===== config.mk =====
export PLATFORM = sky130hd
export DESIGN_NAME = jpeg_chan_arbiter
export DESIGN_NICKNAME = d
export VERILOG_FILES = /design/src/rtl/jpeg_arb_pkg.sv /design/src/rtl/jpeg_arb_fifo.sv /design/src/rtl/jpeg_chan_arbiter.sv
export SDC_FILE = /design/constraint.sdc
export NUM_CORES = 2
export LEC_CHECK = 0
export CORE_MARGIN = 5
export CORE_UTILIZATION = 30
export DETAILED_ROUTE_END_ITERATION = 10
export SLEW_MARGIN = 25
export SYNTH_ARGS = -nofsm -noshare
export SYNTH_HDL_FRONTEND = slang
export SYNTH_SLANG_ARGS = --single-unit

===== constraint.sdc =====
create_clock -name clk -period 4.7 [get_ports clk]
set_input_delay 0.47 -clock clk [delete_from_list [all_inputs] [get_ports clk]]
set_output_delay 0.47 -clock clk [all_outputs]
set_load 0.05 [all_outputs]

===== src/rtl/jpeg_arb_pkg.sv =====
// Shared definitions for the JPEG channel arbiter.
//
// Contents:
//   - channel codes CH_Y / CH_CB / CH_CR (the values driven on out_chan)
//   - scheduler state encoding S_Y / S_CB / S_CR
//   - FIFO entry layout {marker, last, data}. The bit positions are given as
//     offsets above the data MSB, so entry bit (DATA_W + MARK_BIT) is the marker.
//   - Y blocks per MCU: 1 by default, 4 when JPEG_ARB_MCU420_EN is defined
//
// Configuration macro: JPEG_ARB_MCU420_EN selects 4:2:0 block ordering.
package jpeg_arb_pkg;

    localparam logic [1:0] CH_Y  = 2'd0;
    localparam logic [1:0] CH_CB = 2'd1;
    localparam logic [1:0] CH_CR = 2'd2;

    // The encoding matches the channel codes, so a state maps directly to out_chan.
    typedef enum logic [1:0] {
        S_Y  = 2'd0,
        S_CB = 2'd1,
        S_CR = 2'd2
    } arb_state_e;

    // Offsets above the data field of a FIFO entry.
    localparam int unsigned LAST_BIT = 0;
    localparam int unsigned MARK_BIT = 1;

`ifdef JPEG_ARB_MCU420_EN
    localparam int unsigned Y_BLKS_PER_MCU = 4;
`else
    localparam int unsigned Y_BLKS_PER_MCU = 1;
`endif

    function automatic logic [1:0] chan_of(arb_state_e s);
        logic [1:0] ch;
        ch = CH_Y;
        unique case (s)
            S_Y:     ch = CH_Y;
            S_CB:    ch = CH_CB;
            S_CR:    ch = CH_CR;
            default: ch = CH_Y;
        endcase
        return ch;
    endfunction

endpackage


===== src/rtl/jpeg_arb_fifo.sv =====
// Per-channel synchronous FIFO for the JPEG channel arbiter.
//
// The read data is the current head entry, shown combinationally. A push into
// a full FIFO is dropped and raises ovf_pulse for that one cycle. When the
// FIFO is full and a pop happens in the same cycle, the push is still
// accepted. clr flushes the FIFO on the next clock edge and takes priority
// over both push and pop.
//
// Ports:
//   clk, rst        clock and asynchronous active-low reset
//   clr             synchronous flush
//   push, push_data write request and the entry to write
//   pop, pop_data   read request and the head entry
//   empty, full     occupancy flags
//   ovf_pulse       one-cycle pulse when a push was dropped
module jpeg_arb_fifo #(
    parameter int unsigned WIDTH = 34,
    parameter int unsigned DEPTH = 16
) (
    input  logic             clk,
    input  logic             rst,
    input  logic             clr,
    input  logic             push,
    input  logic [WIDTH-1:0] push_data,
    input  logic             pop,
    output logic [WIDTH-1:0] pop_data,
    output logic             empty,
    output logic             full,
    output logic             ovf_pulse
);

    localparam int unsigned PTR_W = $clog2(DEPTH);
    localparam int unsigned OCC_W = PTR_W + 1;

    logic [WIDTH-1:0] mem [DEPTH];
    logic [PTR_W-1:0] wr_ptr_q;
    logic [PTR_W-1:0] rd_ptr_q;
    logic [OCC_W-1:0] count_q;
    logic             do_push;
    logic             do_pop;

    assign empty     = (count_q == '0);
    assign full      = (count_q == OCC_W'(DEPTH));
    assign do_pop    = pop && !empty;
    assign do_push   = push && (!full || do_pop);
    assign ovf_pulse = push && !do_push && !clr;
    assign pop_data  = mem[rd_ptr_q];

    // The storage array has no reset. Its contents are only valid behind count_q.
    always_ff @(posedge clk) begin
        if (do_push && !clr) begin
            mem[wr_ptr_q] <= push_data;
        end
    end

    // DEPTH is a power of two, so the pointers wrap by natural overflow.
    always_ff @(posedge clk or negedge rst) begin
        if (!rst) begin
            wr_ptr_q <= '0;
            rd_ptr_q <= '0;
            count_q  <= '0;
        end else if (clr) begin
            wr_ptr_q <= '0;
            rd_ptr_q <= '0;
            count_q  <= '0;
        end else begin
            if (do_push) begin
                wr_ptr_q <= wr_ptr_q + PTR_W'(1);
            end
            if (do_pop) begin
                rd_ptr_q <= rd_ptr_q + PTR_W'(1);
            end
            unique case ({do_push, do_pop})
                2'b10:   count_q <= count_q + OCC_W'(1);
                2'b01:   count_q <= count_q - OCC_W'(1);
                default: count_q <= count_q;
            endcase
        end
    end

endmodule


===== src/rtl/jpeg_chan_arbiter.sv =====
// JPEG channel arbiter. It merges the Huffman bitstream words from the Y, Cb
// and Cr pipelines into one ordered stream.
//
// Each channel writes into its own FIFO (jpeg_arb_fifo), because the
// upstream pipelines cannot be stalled. A scheduler drains the FIFOs in MCU
// order, taking one complete block per channel, and presents the words on a
// valid/ready output register.
//
// Configuration macro: JPEG_ARB_MCU420_EN. When it is defined, the scheduler
// serves four Y blocks per MCU (4:2:0). When it is undefined, it serves one Y
// block per MCU (4:4:4).
//
// Ports:
//   clk, rst                   clock and asynchronous active-low reset
//   clr                        synchronous soft clear
//   y_/cb_/cr_ data/valid/last per-channel input words and block-end tags
//   out_data/out_valid         merged output word, with out_ready as backpressure
//   out_chan                   source channel of out_data (0=Y, 1=Cb, 2=Cr)
//   out_last                   last word of an MCU
//   ovf                        sticky overflow flags {cr, cb, y}
//   mcu_count                  number of MCUs fully emitted (wraps)
module jpeg_chan_arbiter
    import jpeg_arb_pkg::*;
#(
    parameter int unsigned DATA_W     = 32,
    parameter int unsigned FIFO_DEPTH = 16,
    parameter int unsigned CNT_W      = 16
) (
    input  logic              clk,
    input  logic              rst,
    input  logic              clr,
    input  logic [DATA_W-1:0] y_data,
    input  logic              y_valid,
    input  logic              y_last,
    input  logic [DATA_W-1:0] cb_data,
    input  logic              cb_valid,
    input  logic              cb_last,
    input  logic [DATA_W-1:0] cr_data,
    input  logic              cr_valid,
    input  logic              cr_last,
    output logic [DATA_W-1:0] out_data,
    output logic              out_valid,
    input  logic              out_ready,
    output logic [1:0]        out_chan,
    output logic              out_last,
    output logic [2:0]        ovf,
    output logic [CNT_W-1:0]  mcu_count
);

    localparam int unsigned ENTRY_W = DATA_W + 2;

    arb_state_e         state_q;
    logic [2:0]         push_vec;
    logic [2:0]         pop_vec;
    logic [2:0]         empty_vec;
    logic [2:0]         full_vec;
    logic [2:0]         ovf_pulse_vec;
    logic [ENTRY_W-1:0] push_entry [3];
    logic [ENTRY_W-1:0] head_entry [3];
    logic [ENTRY_W-1:0] head;
    logic               cur_empty;
    logic               pop_en;
    logic               head_mark;
    logic               head_last;
`ifdef JPEG_ARB_MCU420_EN
    logic [1:0]         yblk_q;
`endif

    // Build the FIFO entries from the inputs. valid=1 pushes a data word.
    // valid=0 with last=1 pushes a dataless marker with data zeroed.
    always_comb begin
        push_vec   = {cr_valid | cr_last, cb_valid | cb_last, y_valid | y_last};
        push_entry = '{default: '0};
        push_entry[0][DATA_W-1:0]       = y_valid ? y_data : '0;
        push_entry[0][DATA_W+LAST_BIT]  = y_last;
        push_entry[0][DATA_W+MARK_BIT]  = !y_valid;
        push_entry[1][DATA_W-1:0]       = cb_valid ? cb_data : '0;
        push_entry[1][DATA_W+LAST_BIT]  = cb_last;
        push_entry[1][DATA_W+MARK_BIT]  = !cb_valid;
        push_entry[2][DATA_W-1:0]       = cr_valid ? cr_data : '0;
        push_entry[2][DATA_W+LAST_BIT]  = cr_last;
        push_entry[2][DATA_W+MARK_BIT]  = !cr_valid;
    end

    for (genvar g = 0; g < 3; g++) begin : g_fifo
        jpeg_arb_fifo #(
            .WIDTH (ENTRY_W),
            .DEPTH (FIFO_DEPTH)
        ) u_fifo (
            .clk       (clk),
            .rst       (rst),
            .clr       (clr),
            .push      (push_vec[g]),
            .push_data (push_entry[g]),
            .pop       (pop_vec[g]),
            .pop_data  (head_entry[g]),
            .empty     (empty_vec[g]),
            .full      (full_vec[g]),
            .ovf_pulse (ovf_pulse_vec[g])
        );
    end

    // Select the FIFO that the current state serves.
    always_comb begin
        head      = head_entry[0];
        cur_empty = empty_vec[0];
        pop_vec   = 3'b000;
        unique case (state_q)
            S_Y: begin
                head      = head_entry[0];
                cur_empty = empty_vec[0];
            end
            S_CB: begin
                head      = head_entry[1];
                cur_empty = empty_vec[1];
            end
            S_CR: begin
                head      = head_entry[2];
                cur_empty = empty_vec[2];
            end
            default: begin
                head      = head_entry[0];
                cur_empty = 1'b1;
            end
        endcase
        pop_en    = !cur_empty && (!out_valid || out_ready);
        head_mark = head[DATA_W+MARK_BIT];
        head_last = head[DATA_W+LAST_BIT];
        if (pop_en) begin
            pop_vec[chan_of(state_q)] = 1'b1;
        end
    end

    // Scheduler FSM, output register and counters.
    always_ff @(posedge clk or negedge rst) begin
        if (!rst) begin
            state_q   <= S_Y;
            out_data  <= '0;
            out_valid <= 1'b0;
            out_chan  <= CH_Y;
            out_last  <= 1'b0;
            ovf       <= 3'b000;
            mcu_count <= '0;
`ifdef JPEG_ARB_MCU420_EN
            yblk_q    <= 2'd0;
`endif
        end else if (clr) begin
            state_q   <= S_Y;
            out_data  <= '0;
            out_valid <= 1'b0;
            out_chan  <= CH_Y;
            out_last  <= 1'b0;
            ovf       <= 3'b000;
            mcu_count <= '0;
`ifdef JPEG_ARB_MCU420_EN
            yblk_q    <= 2'd0;
`endif
        end else begin
            ovf <= ovf | ovf_pulse_vec;
            if (pop_en) begin
                if (head_mark) begin
                    // A marker produces no word. Any previous word was taken, so the register is free.
                    out_valid <= 1'b0;
                    out_last  <= 1'b0;
                end else begin
                    out_valid <= 1'b1;
                    out_data  <= head[DATA_W-1:0];
                    out_chan  <= chan_of(state_q);
                    out_last  <= head_last && (state_q == S_CR);
                end
                if (head_last) begin
                    unique case (state_q)
                        S_Y: begin
`ifdef JPEG_ARB_MCU420_EN
                            if (yblk_q == 2'(Y_BLKS_PER_MCU - 1)) begin
                                yblk_q  <= 2'd0;
                                state_q <= S_CB;
                            end else begin
                                yblk_q  <= yblk_q + 2'd1;
                            end
`else
                            state_q <= S_CB;
`endif
                        end
                        S_CB: state_q <= S_CR;
                        S_CR: begin
                            state_q   <= S_Y;
                            mcu_count <= mcu_count + CNT_W'(1);
                        end
                        default: state_q <= S_Y;
                    endcase
                end
            end else if (out_ready) begin
                out_valid <= 1'b0;
            end
        end
    end

endmodule


==> metrics.txt <==
via count=34600; arrival time at the worst endpoint=4.24 ns; largest family of logic cells by synthesized area=multiplexers; uppermost layer routed=met5; cell taking the most area after synthesis=edfxtp_1; Synth Net Count=3647; post-cts resize count=0; # DRC=0; area taken by multi-input logic gates=0.0164 sq mm; Clock Latency Late Sink=0.78 ns; clk_skew=0.0251 ns; Min-Delay Path Class=input port to async pin; Synth Area in XOR/XNOR=0.358%; Cell Rows=175; WL per Instance=26.1 microns; total iterations of the first detailed-routing run=5; WS Path Type=register to register; top post-synthesis cells by area=edfxtp_1, mux4_2, mux2i_1, dfrtp_1, a22oi_1; Worst Path Max Fanout=24; global route total overflow=0; Final Max Tran Viols=0; Final Cycle Share=80.3%; final wirelength=180000 microns; initial DRC count=3156; TritonCTS clock tree=built; initial antenna violation count=17; fin util=35.2%; first-pass GRT wire length=257000 microns; FF+latch area=0.0514 sq mm; Netlist cell types=63; YS warnings=0; vias in the first global route=34900; Fill cells=21100; sequential area share after synthesis=75.1%; P_leak=24.4 nW; Worst-Margin Slew=1.03 ns; ratio of cells with drive above 1 in the final layout=19.6%; Synth Flop Type=edfxtp_1; hpwl dp=110000 microns; R2R setup slack=0.93 ns; Synth Area in Simple Gates=3.71%; Flop pwr share=47.0%; Min Clock Period, post-route=3.77 ns; core area=0.227 sq mm; Setup crit end kind=register; FF-to-FF Start=state_q[1]; total track usage=14.9%; number of vias per cell=5.03; clock network power share=34.7%; final-report setup violation count=0; final setup margin=0.926 ns; I/O pins=161; WL met1=76400 microns; synthesis-stage register bit count=1728; H-tree Lvls=4; Synth top cells by count=edfxtp_1, mux4_2, mux2i_1, a22oi_1, nand2_1; most frequent cell after synthesis=edfxtp_1; die area=0.238 sq mm; Syn Std Cell Area=0.0685 sq mm; clock-pin slew on the worst setup and hold paths=0.06 ns; relative slew slack=31.0%; GP Congestion=0.768; largest net degree at the start of global routing=99; clk sinks=1728; startpoint types=register; status=complete, no violations; internal power=0.0272 W; met3 WL=12400 microns; Initial Util=30.1%; Post-synth EDFFs=1632; compound-cell area share of the yosys netlist=3.91%; syn avg cell area=19.5 sq um; post-synthesis adder-cell area fraction=0.654%; post-route ant nets=0; TNS Setup=0 ns; Peak VDD IR=357 uV; CTS max path bufs=3; CP startpoint=state_q[1]; mux contribution to synthesized area=14.8%; ys async rst share=5.56%; hold_buf cts=2; clk root buf=clkbuf_16; fmax=265 MHz; Switching Fraction=27.3%; share of the synthesized area in the top cell type=71.6%; Die W=488 microns; met2 WL post-DR=86900 microns; Post-Place Worst Slack=0.623 ns; Logic pwr share=18.3%; Buffers on Ports=160; RSZ-0062 raised after global routing=no; Cell Pwr Density=469 mW/mm^2; postcts setup bufs=0; Fin. Hold Viols=0; Cells after Synth=3507; Switch Pwr=0.0102 W; count of max-cap constraint violations=0; CTS Buf Count=164; nets=3883; P&R area growth vs syn=16.8%; WP data required=5.17 ns; Die Span Y=488 microns
layout by cell type (no fill, tap or decap), types with 11 or more instances in the layout:
cell and instances:
o21ai_0 28, mux2i_1 294, a22oi_1 112, ha_1 30, nor2_4 38, inv_1 27, clkbuf_16 170, clkinv_2 22
nand2_1 105, o221ai_2 16, nand4_1 28, and3_2 12, clkdlybuf4s50_1 156, dfrtp_1 86, a211oi_1 20, xnor2_1 13
nand3_1 69, a31oi_1 52, buf_4 65, edfxtp_1 1632, xor2_1 15, nor3_1 11, o211ai_1 15, and2_1 101
clkbuf_1 53, nor2b_1 16, nor2_1 63, clkinv_1 26, o221ai_1 16, mux4_2 310, buf_12 48, bufinv_16 11
nand2b_1 15, a21oi_1 55
per-layer routing:
metal / global-route usage, % / vias to the layer above
li1: - / 14800
met1: 20.5 / 18500
met2: 24.2 / 1084
met3: 2.99 / 223
met4: 4.12 / 6
met5: 0 / -
through the flow:
stage / power [W] / std cells / instance area, sq um / hold slack (ns)
final: 0.0375 / 6889 / 79900 / 0.235
after global placement: 0.0249 / 6584 / 74700 / 0.488
after detailed placement: 0.0249 / 6584 / 74700 / 0.493
after CTS: 0.0378 / 6884 / 79900 / 0.200
after floorplan: 0.0223 / 3507 / 68500 / 0.174
after global routing: 0.0389 / 6886 / 79900 / 0.243
critical path: stages (launching register included):
cell and delay (ns):
dfrtp_1 0.41, inv_1 0.10, ha_1 0.19, buf_4 0.17, a311oi_2 0.38, nand4_1 0.31, a31oi_1 0.62, nand2_1 0.44
nor2_4 0.50, buf_12 0.29
registers in the layout, indices dropped and copies added, names as in the netlist, 2 cells and up:
register	cells
out_chan	2
ovf	3
mcu_count	16
out_data	32
g_fifo.u_fifo.mem	1632
g_fifo.u_fifo.count_q	15
g_fifo.u_fifo.rd_ptr_q	12
g_fifo.u_fifo.wr_ptr_q	12
state_q	2
final timing paths:
| path | cells after the start | endpoint |
|---|---|---|
| worst max register to register | 9 | g_fifo[1].u_fifo.mem[15][26] |
| worst min register to register | 2 | ovf[1] |
| worst max-delay path | 9 | g_fifo[1].u_fifo.mem[15][26] |
| max in group asynchronous | 3 | g_fifo[2].u_fifo.rd_ptr_q[1] |
| worst min-delay path | 2 | out_data[2] |
| min in group clk | 5 | g_fifo[2].u_fifo.count_q[1] |
power groups by stage:
stage                     clock network, W  registers (W)  logic, W
after CTS                           0.0132         0.0176   0.00697
after detailed placement                 0         0.0180   0.00694
after global routing                0.0139         0.0177   0.00730
after floorplan                          0         0.0180   0.00433
after global placement                   0         0.0180   0.00690
final                               0.0130         0.0176   0.00686
layout make-up:
cell class,instances,area share (%)
flip-flops and latches,1728,64.4
multi-input cells,1547,20.5
clock buffers,227,5.64
well taps,3009,4.71
repair buffers,273,3.80
clock inverters,71,0.856
inverters,29,0.136
diodes,5,0.0157
logic make-up after synthesis:
logic type      after synthesis
fa+ha+maj                    34
buf+inv                     232
mux                         619
simple gates                499
xor+xnor                     28
compound gates              367
flops                      1728
Note: power is estimated with default switching activity, not from simulation.
